--- src/rtl/hx8352_bus_writer.sv ---
// HX8352 8080-style parallel write-bus driver: one command/data word per start request.
// Latency: start sampled in IDLE at edge N -> CS/RS/DB driven after edge N; done after SETUP+WR_LOW+WR_HIGH+HOLD cycles.
// Backpressure: start is ignored while bus_busy=1 (no queueing); done cycle is IDLE so start there is accepted.
//
// Ports:
//   clk, rst_n            clock (rising edge), asynchronous active-low reset
//   start, is_cmd, data_in write request, RS select (1 = command, RS low), word to write
//   bus_busy, done        transfer in progress, one-cycle completion pulse
//   lcd_cs_n, lcd_rs, lcd_wr_n, lcd_rd_n, lcd_db   panel bus (all registered)
module hx8352_bus_writer #(
    parameter int DATA_WIDTH     = 16,
    parameter int SETUP_CYCLES   = 1,
    parameter int WR_LOW_CYCLES  = 2,
    parameter int WR_HIGH_CYCLES = 2,
    parameter int HOLD_CYCLES    = 1
) (
    input  logic                  clk,
    input  logic                  rst_n,
    input  logic                  start,
    input  logic                  is_cmd,
    input  logic [DATA_WIDTH-1:0] data_in,
    output logic                  bus_busy,
    output logic                  done,
    output logic                  lcd_cs_n,
    output logic                  lcd_rs,
    output logic                  lcd_wr_n,
    output logic                  lcd_rd_n,
    output logic [DATA_WIDTH-1:0] lcd_db
);

    // Phase counter load values (length - 1); a zero length behaves as one cycle.
    localparam logic [7:0] SETUP_LD   = (SETUP_CYCLES   <= 1) ? 8'd0 : 8'(SETUP_CYCLES   - 1);
    localparam logic [7:0] WR_LOW_LD  = (WR_LOW_CYCLES  <= 1) ? 8'd0 : 8'(WR_LOW_CYCLES  - 1);
    localparam logic [7:0] WR_HIGH_LD = (WR_HIGH_CYCLES <= 1) ? 8'd0 : 8'(WR_HIGH_CYCLES - 1);
    localparam logic [7:0] HOLD_LD    = (HOLD_CYCLES    <= 1) ? 8'd0 : 8'(HOLD_CYCLES    - 1);

    typedef enum logic [2:0] {
        S_IDLE    = 3'd0,
        S_SETUP   = 3'd1,
        S_WR_LOW  = 3'd2,
        S_WR_HIGH = 3'd3,
        S_HOLD    = 3'd4
    } state_t;

    state_t                state_q, state_d;
    logic [7:0]            cnt_q, cnt_d;
    logic                  busy_q, busy_d;
    logic                  done_q, done_d;
    logic                  cs_n_q, cs_n_d;
    logic                  rs_q, rs_d;
    logic                  wr_n_q, wr_n_d;
    logic                  rd_n_q, rd_n_d;
    logic [DATA_WIDTH-1:0] db_q, db_d;

    // Outputs are computed for the state being entered, so every pin comes
    // straight from a flop and changes only at the phase boundaries.
    always_comb begin
        state_d = state_q;
        cnt_d   = cnt_q;
        busy_d  = busy_q;
        done_d  = 1'b0;
        cs_n_d  = cs_n_q;
        rs_d    = rs_q;
        wr_n_d  = wr_n_q;
        rd_n_d  = 1'b1;
        db_d    = db_q;

        case (state_q)
            S_IDLE: begin
                // The RS/DB output flops double as the latch for the request.
                if (start) begin
                    state_d = S_SETUP;
                    cnt_d   = SETUP_LD;
                    busy_d  = 1'b1;
                    cs_n_d  = 1'b0;
                    rs_d    = ~is_cmd;
                    db_d    = data_in;
                end
            end
            S_SETUP: begin
                if (cnt_q == 8'd0) begin
                    state_d = S_WR_LOW;
                    cnt_d   = WR_LOW_LD;
                    wr_n_d  = 1'b0;
                end else begin
                    cnt_d = cnt_q - 8'd1;
                end
            end
            S_WR_LOW: begin
                if (cnt_q == 8'd0) begin
                    state_d = S_WR_HIGH;
                    cnt_d   = WR_HIGH_LD;
                    wr_n_d  = 1'b1;
                end else begin
                    cnt_d = cnt_q - 8'd1;
                end
            end
            S_WR_HIGH: begin
                if (cnt_q == 8'd0) begin
                    state_d = S_HOLD;
                    cnt_d   = HOLD_LD;
                end else begin
                    cnt_d = cnt_q - 8'd1;
                end
            end
            S_HOLD: begin
                if (cnt_q == 8'd0) begin
                    state_d = S_IDLE;
                    cnt_d   = 8'd0;
                    busy_d  = 1'b0;
                    cs_n_d  = 1'b1;
                    done_d  = 1'b1;
                end else begin
                    cnt_d = cnt_q - 8'd1;
                end
            end
            default: begin
                state_d = S_IDLE;
                cnt_d   = 8'd0;
                busy_d  = 1'b0;
                cs_n_d  = 1'b1;
                wr_n_d  = 1'b1;
            end
        endcase
    end

    always_ff @(posedge clk or negedge rst_n) begin
        if (!rst_n) begin
            state_q <= S_IDLE;
            cnt_q   <= 8'd0;
            busy_q  <= 1'b0;
            done_q  <= 1'b0;
            cs_n_q  <= 1'b1;
            rs_q    <= 1'b1;
            wr_n_q  <= 1'b1;
            rd_n_q  <= 1'b1;
            db_q    <= '0;
        end else begin
            state_q <= state_d;
            cnt_q   <= cnt_d;
            busy_q  <= busy_d;
            done_q  <= done_d;
            cs_n_q  <= cs_n_d;
            rs_q    <= rs_d;
            wr_n_q  <= wr_n_d;
            rd_n_q  <= rd_n_d;
            db_q    <= db_d;
        end
    end

    assign bus_busy = busy_q;
    assign done     = done_q;
    assign lcd_cs_n = cs_n_q;
    assign lcd_rs   = rs_q;
    assign lcd_wr_n = wr_n_q;
    assign lcd_rd_n = rd_n_q;
    assign lcd_db   = db_q;

endmodule

--- config.mk ---
export PLATFORM = sky130hd
export DESIGN_NAME = hx8352_bus_writer
export DESIGN_NICKNAME = d
export VERILOG_FILES = /design/src/rtl/hx8352_bus_writer.sv
export SDC_FILE = /design/constraint.sdc
export NUM_CORES = 1
export LEC_CHECK = 0
export CORE_UTILIZATION = 47
export CTS_CLUSTER_SIZE = 10
export DETAILED_ROUTE_END_ITERATION = 10
export DONT_BUFFER_PORTS = 1
export GPL_ROUTABILITY_DRIVEN = 1
export GPL_TIMING_DRIVEN = 0
export PLACE_DENSITY = 0.7
export SLEW_MARGIN = 30
export SYNTH_ARGS = -nofsm -noshare
export SYNTH_HDL_FRONTEND = slang
export SYNTH_SLANG_ARGS = --single-unit
--- constraint.sdc ---
create_clock -name clk -period 3.2 [get_ports clk]
set_input_delay 0.96 -clock clk [delete_from_list [all_inputs] [get_ports clk]]
set_output_delay 0.96 -clock clk [all_outputs]
set_load 0.02 [all_outputs]
# Yosys cells after proc, flatten, opt, wreduce, memory -nomap -nowiden

Cells that the tools add are included.

RAM bits: 0
Input port bits: 20
Memories kept: 0
Flip-flop bits (word level): 32
Bits in latches: 0
Output and inout bits: 22
ROM bits: 0

Eq/ne operators: 9
Muxes and demuxes: 19
Add/subtract/negate cells: 1
Bitwise gates (word level): 3
Shift-type cells: 0
Multiply operators: 0
Reductions and logical operators: 10
Order comparisons: 0
Divide/modulo/power cells: 0

Operator list:

| cell                | number |
|---|---|
| $mux 8              | 3 |
| $pmux 8 s3          | 1 |
| $mux 3              | 5 |
| $pmux 3 s5          | 1 |
| $ne 2x2->1 const B  | 5 |
| $pmux 1 s3          | 3 |
| $logic_not 8->1     | 1 |
| $sub 8x1->8 const B | 1 |
| $eq 3x2->1 const B  | 2 |
| $mux 1              | 6 |
| $reduce_and 3->1    | 2 |
| $reduce_or 3->1     | 2 |
| $reduce_and 5->1    | 1 |
| $reduce_or 2->1     | 2 |
| $eq 3x1->1 const B  | 1 |
| $eq 3x3->1 const B  | 1 |
| $logic_not 3->1     | 1 |
| $not 1->1           | 3 |
| $reduce_and 2->1    | 1 |

# Depth between registers and ports, before layout

Word-level depth: 4
Gate-level depth with buffers: 7

# Worst setup path after synthesis

OpenSTA, ideal clock, no wires.

Kind: input-to-reg
Start point: input port start
End point: register db_q[10], in the netlist lcd_db[10]
Slack: 1366 ps
Arrival time: 1709 ps
Stages: 4
Library setup time: 125 ps
Cells stage by stage: nand2_1 nor2_4 buf_6 mux2_2

Word-level cells in the longest chain between the ends: 1

RTL lines:

| element                           | RTL line | source |
|---|---|---|
| start: declaration                | 19       | `input logic start,` |
| $reduce_and 2->1 (no source line) | --       |  |
| end signal: assignment            | 137      | `db_q <= '0;` |
| end signal: assignment            | 147      | `db_q <= db_d;` |
| end: declaration                  | 53       | `logic [DATA_WIDTH-1:0] db_q, db_d;` |

No other way between the ends.
A chain may end at the register's enable or synchronous reset.

# Worst setup path after layout

Start point: register wr_n_q, in the netlist lcd_wr_n
End point: output port lcd_wr_n

RTL lines:

| element                  | RTL line | source |
|---|---|---|
| start: declaration       | 51       | `logic wr_n_q, wr_n_d;` |
| start signal: assignment | 145      | `wr_n_q <= wr_n_d;` |
| end: declaration         | 26       | `output logic lcd_wr_n,` |

No word-level cell between the ends.

==> flow_summary.json <==
{
  "synth_area_sq_mm": 0.00152,
  "outcome": "complete, no violations",
  "maxSlewHeadroom_pct": 50.1,
  "fmax_mhz": 524,
  "fin_cells": 178,
  "ys_seq_area_share_pct": 52.9,
  "antenna_found_initial": 0,
  "die_area_sq_mm": 0.00347,
  "critPathKind": "flop to output pin",
  "ys_seq_elements": 32,
  "power_leakage_nw": 0.712,
  "grt.overflow.total": 0,
  "synthAdderAreaFrac_pct": 0.822,
  "clock_sinks": 32,
  "period_needed_ps": 1910,
  "globalRouteTotalUtil_pct": 18.9,
  "fin_nets": 154,
  "die_w_microns": 58.9,
  "multiInputGateArea_sq_um": 644,
  "cts-root-buf": "clkbuf_4",
  "gp_congestion": 0.839,
  "n_fill_cell": 270,
  "fin_crit_sh_pct": 59.6,
  "cp.arrival_ps": 950,
  "n_antenna_cell": 0,
  "layout-drive-gt1-share_pct": 31.3,
  "yosys.area_share.xor_xnor_pct": 0.576,
  "core_sq_mm": 0.00305,
  "synth-edff-count": 0,
  "hold_path.class": "primary input to async pin",
  "rsz0062_at_grt": "false",
  "synthMuxAreaShare_pct": 12.5,
  "yosysWarningCount": 0,
  "drt_iter0_drc": 33,
  "place_hpwl_microns": 2040,
  "synthTopCellsByArea": "dfrtp_1 (48%), mux2_2 (12%), dfstp_2 (5.2%), nor2_1 (2.5%), buf_6 (2.2%)",
  "synth_simple_gate_area_share_pct": 14.9,
  "syn_nets": 147,
  "slew_violations": 0,
  "route.detailed.drc": 0,
  "layout_commonest_cell": "dfrtp_1",
  "synth_top_family_by_area": "simple AND/OR/NAND/NOR gates",
  "cts_max_path_buffers": 2,
  "io_pins": 42,
  "async_flop_share_pct": 100,
  "grt_max_degree": 33,
  "synth_compound_area_share_pct": 13.3,
  "ys.flop_type": "dfrtp_1",
  "drt_pre_antenna_iters": 4,
  "setup_viol": 0,
  "wl_per_cell_microns": 15.6,
  "wl_microns": 2770,
  "die_h_microns": 58.9,
  "synth.distinct_cells": 40,
  "path_max_fanout": 3,
  "cts_made_buffers": 5,
  "htree_num_levels": 2,
  "cts_tree": "yes",
  "initial_utilization_pct": 49.8,
  "synth.avg_cell_area_sq_um": 12.1,
  "regArea_sq_um": 805,
  "start_kind": "flop",
  "layout_common_cells": "dfrtp_1 (29), mux2_2 (16), nor2_1 (10), nand2_1 (8)",
  "rows": 20,
  "synth_top_area_share_pct": 47.7,
  "synth_top_area_cell": "dfrtp_1",
  "postCtsHoldBufs": 0,
  "syn_to_final_growth_pct": 8.64,
  "post_cts_buffers": 0,
  "peakVddDrop_v": 0.000364,
  "required_ps": 2240,
  "hold_violations": 0,
  "clk_pin_slew_ps": 100,
  "endpoint_kind": "output pin",
  "max-cap-violations": 0,
  "via_per_inst": 5.57,
  "worst_pin_slew_ps": 742,
  "num_vias": 992,
  "grt_pass1_wl_microns": 4570,
  "dp_cells": 170,
  "cts_resized": 0,
  "fin_tns_setup_ps": 0,
  "grt_pass1_vias": 1035,
  "cellPowerDensity_mw_per_mm2": 1190,
  "io_buffers": 0,
  "netlist_instances": 126,
  "clk_latency_ps": 330,
  "finClkSkew_ps": 6.85,
  "antenna_left": 0
}
==> state kept, by name, indices dropped and copies added, names as in the netlist <==
| name | count |
|---|---|
| lcd_wr_n | 1 |
| state_q | 3 |
| lcd_db | 16 |
| bus_busy | 1 |
| lcd_cs_n | 1 |
| done | 1 |
| lcd_rs | 1 |
| cnt_q | 8 |
==> cell families after synthesis <==
group | after synthesis
multiplexers | 17
AND/OR/NAND/NOR | 38
other | 1
XOR/XNOR | 1
AO/OA/AOI/OAI | 25
adder cells (fa/ha/maj) | 1
buffers and inverters | 11
flip-flops | 32
==> through the flow <==
stage	instance area, sq um	power [mW]	utilization (%)	worst slack [ps]	hold slack (ps)
after floorplan	1520	1.52	-	1370	497
after global placement	1580	1.63	51.6	1290	513
after detailed placement	1580	1.68	51.6	1260	521
after CTS	1650	1.98	54.1	1270	284
after global routing	1650	2.11	54.1	1260	271
final	1650	1.97	54.1	1290	309
==> cells in the mapped netlist (all sizes together) (2+ instances only) <==
library cell   n
and2           2
nor4           3
nand3          3
a21oi          3
dfrtp         29
nor3           5
a22o           2
o32ai          2
inv            5
nor2          12
a31oi          2
a21o           4
nor2b          2
mux2          16
o21ai          4
nand2          8
buf            6
o21a           2
dfstp          3
==> final cells by class <==
cell class | instances | area share, %
multi-input cells | 83 | 39.0
well taps | 44 | 3.33
plain buffers | 6 | 3.26
clock inverters | 2 | 2.12
clock buffers | 6 | 2.50
flip-flops and latches | 32 | 48.7
inverters | 5 | 1.14
==> path summary, 6_finish.rpt <==
check                          from       end  slack [ps]  cells after the start
setup reg to reg           cnt_q[0]  cnt_q[7]        1450                      6
max in group asynchronous     rst_n    lcd_rs        2720                      0
setup / recovery           lcd_wr_n  lcd_wr_n        1290                      0
min in group clk             lcd_rs    lcd_rs         530                      2
hold / removal                rst_n  cnt_q[2]         310                      0
hold reg to reg              lcd_rs    lcd_rs         530                      2
==> report_power, final <==
part,internal [mW],switching [mW]
registers,0.601,0.313
logic,0.384,0.371
clock network,0.164,0.133
total,1.15,0.817
==> routing by layer <==
metal  global-route usage [%]  vias to the layer above  part of all wire, %
li1                         -                      460                    -
met1                     19.5                      486                   40
met2                     31.3                       38                   52
met3                     7.25                        8                  5.5
met4                     13.6                        0                  2.9
met5                        0                        -                    0
(Power assumes the default switching activity.)
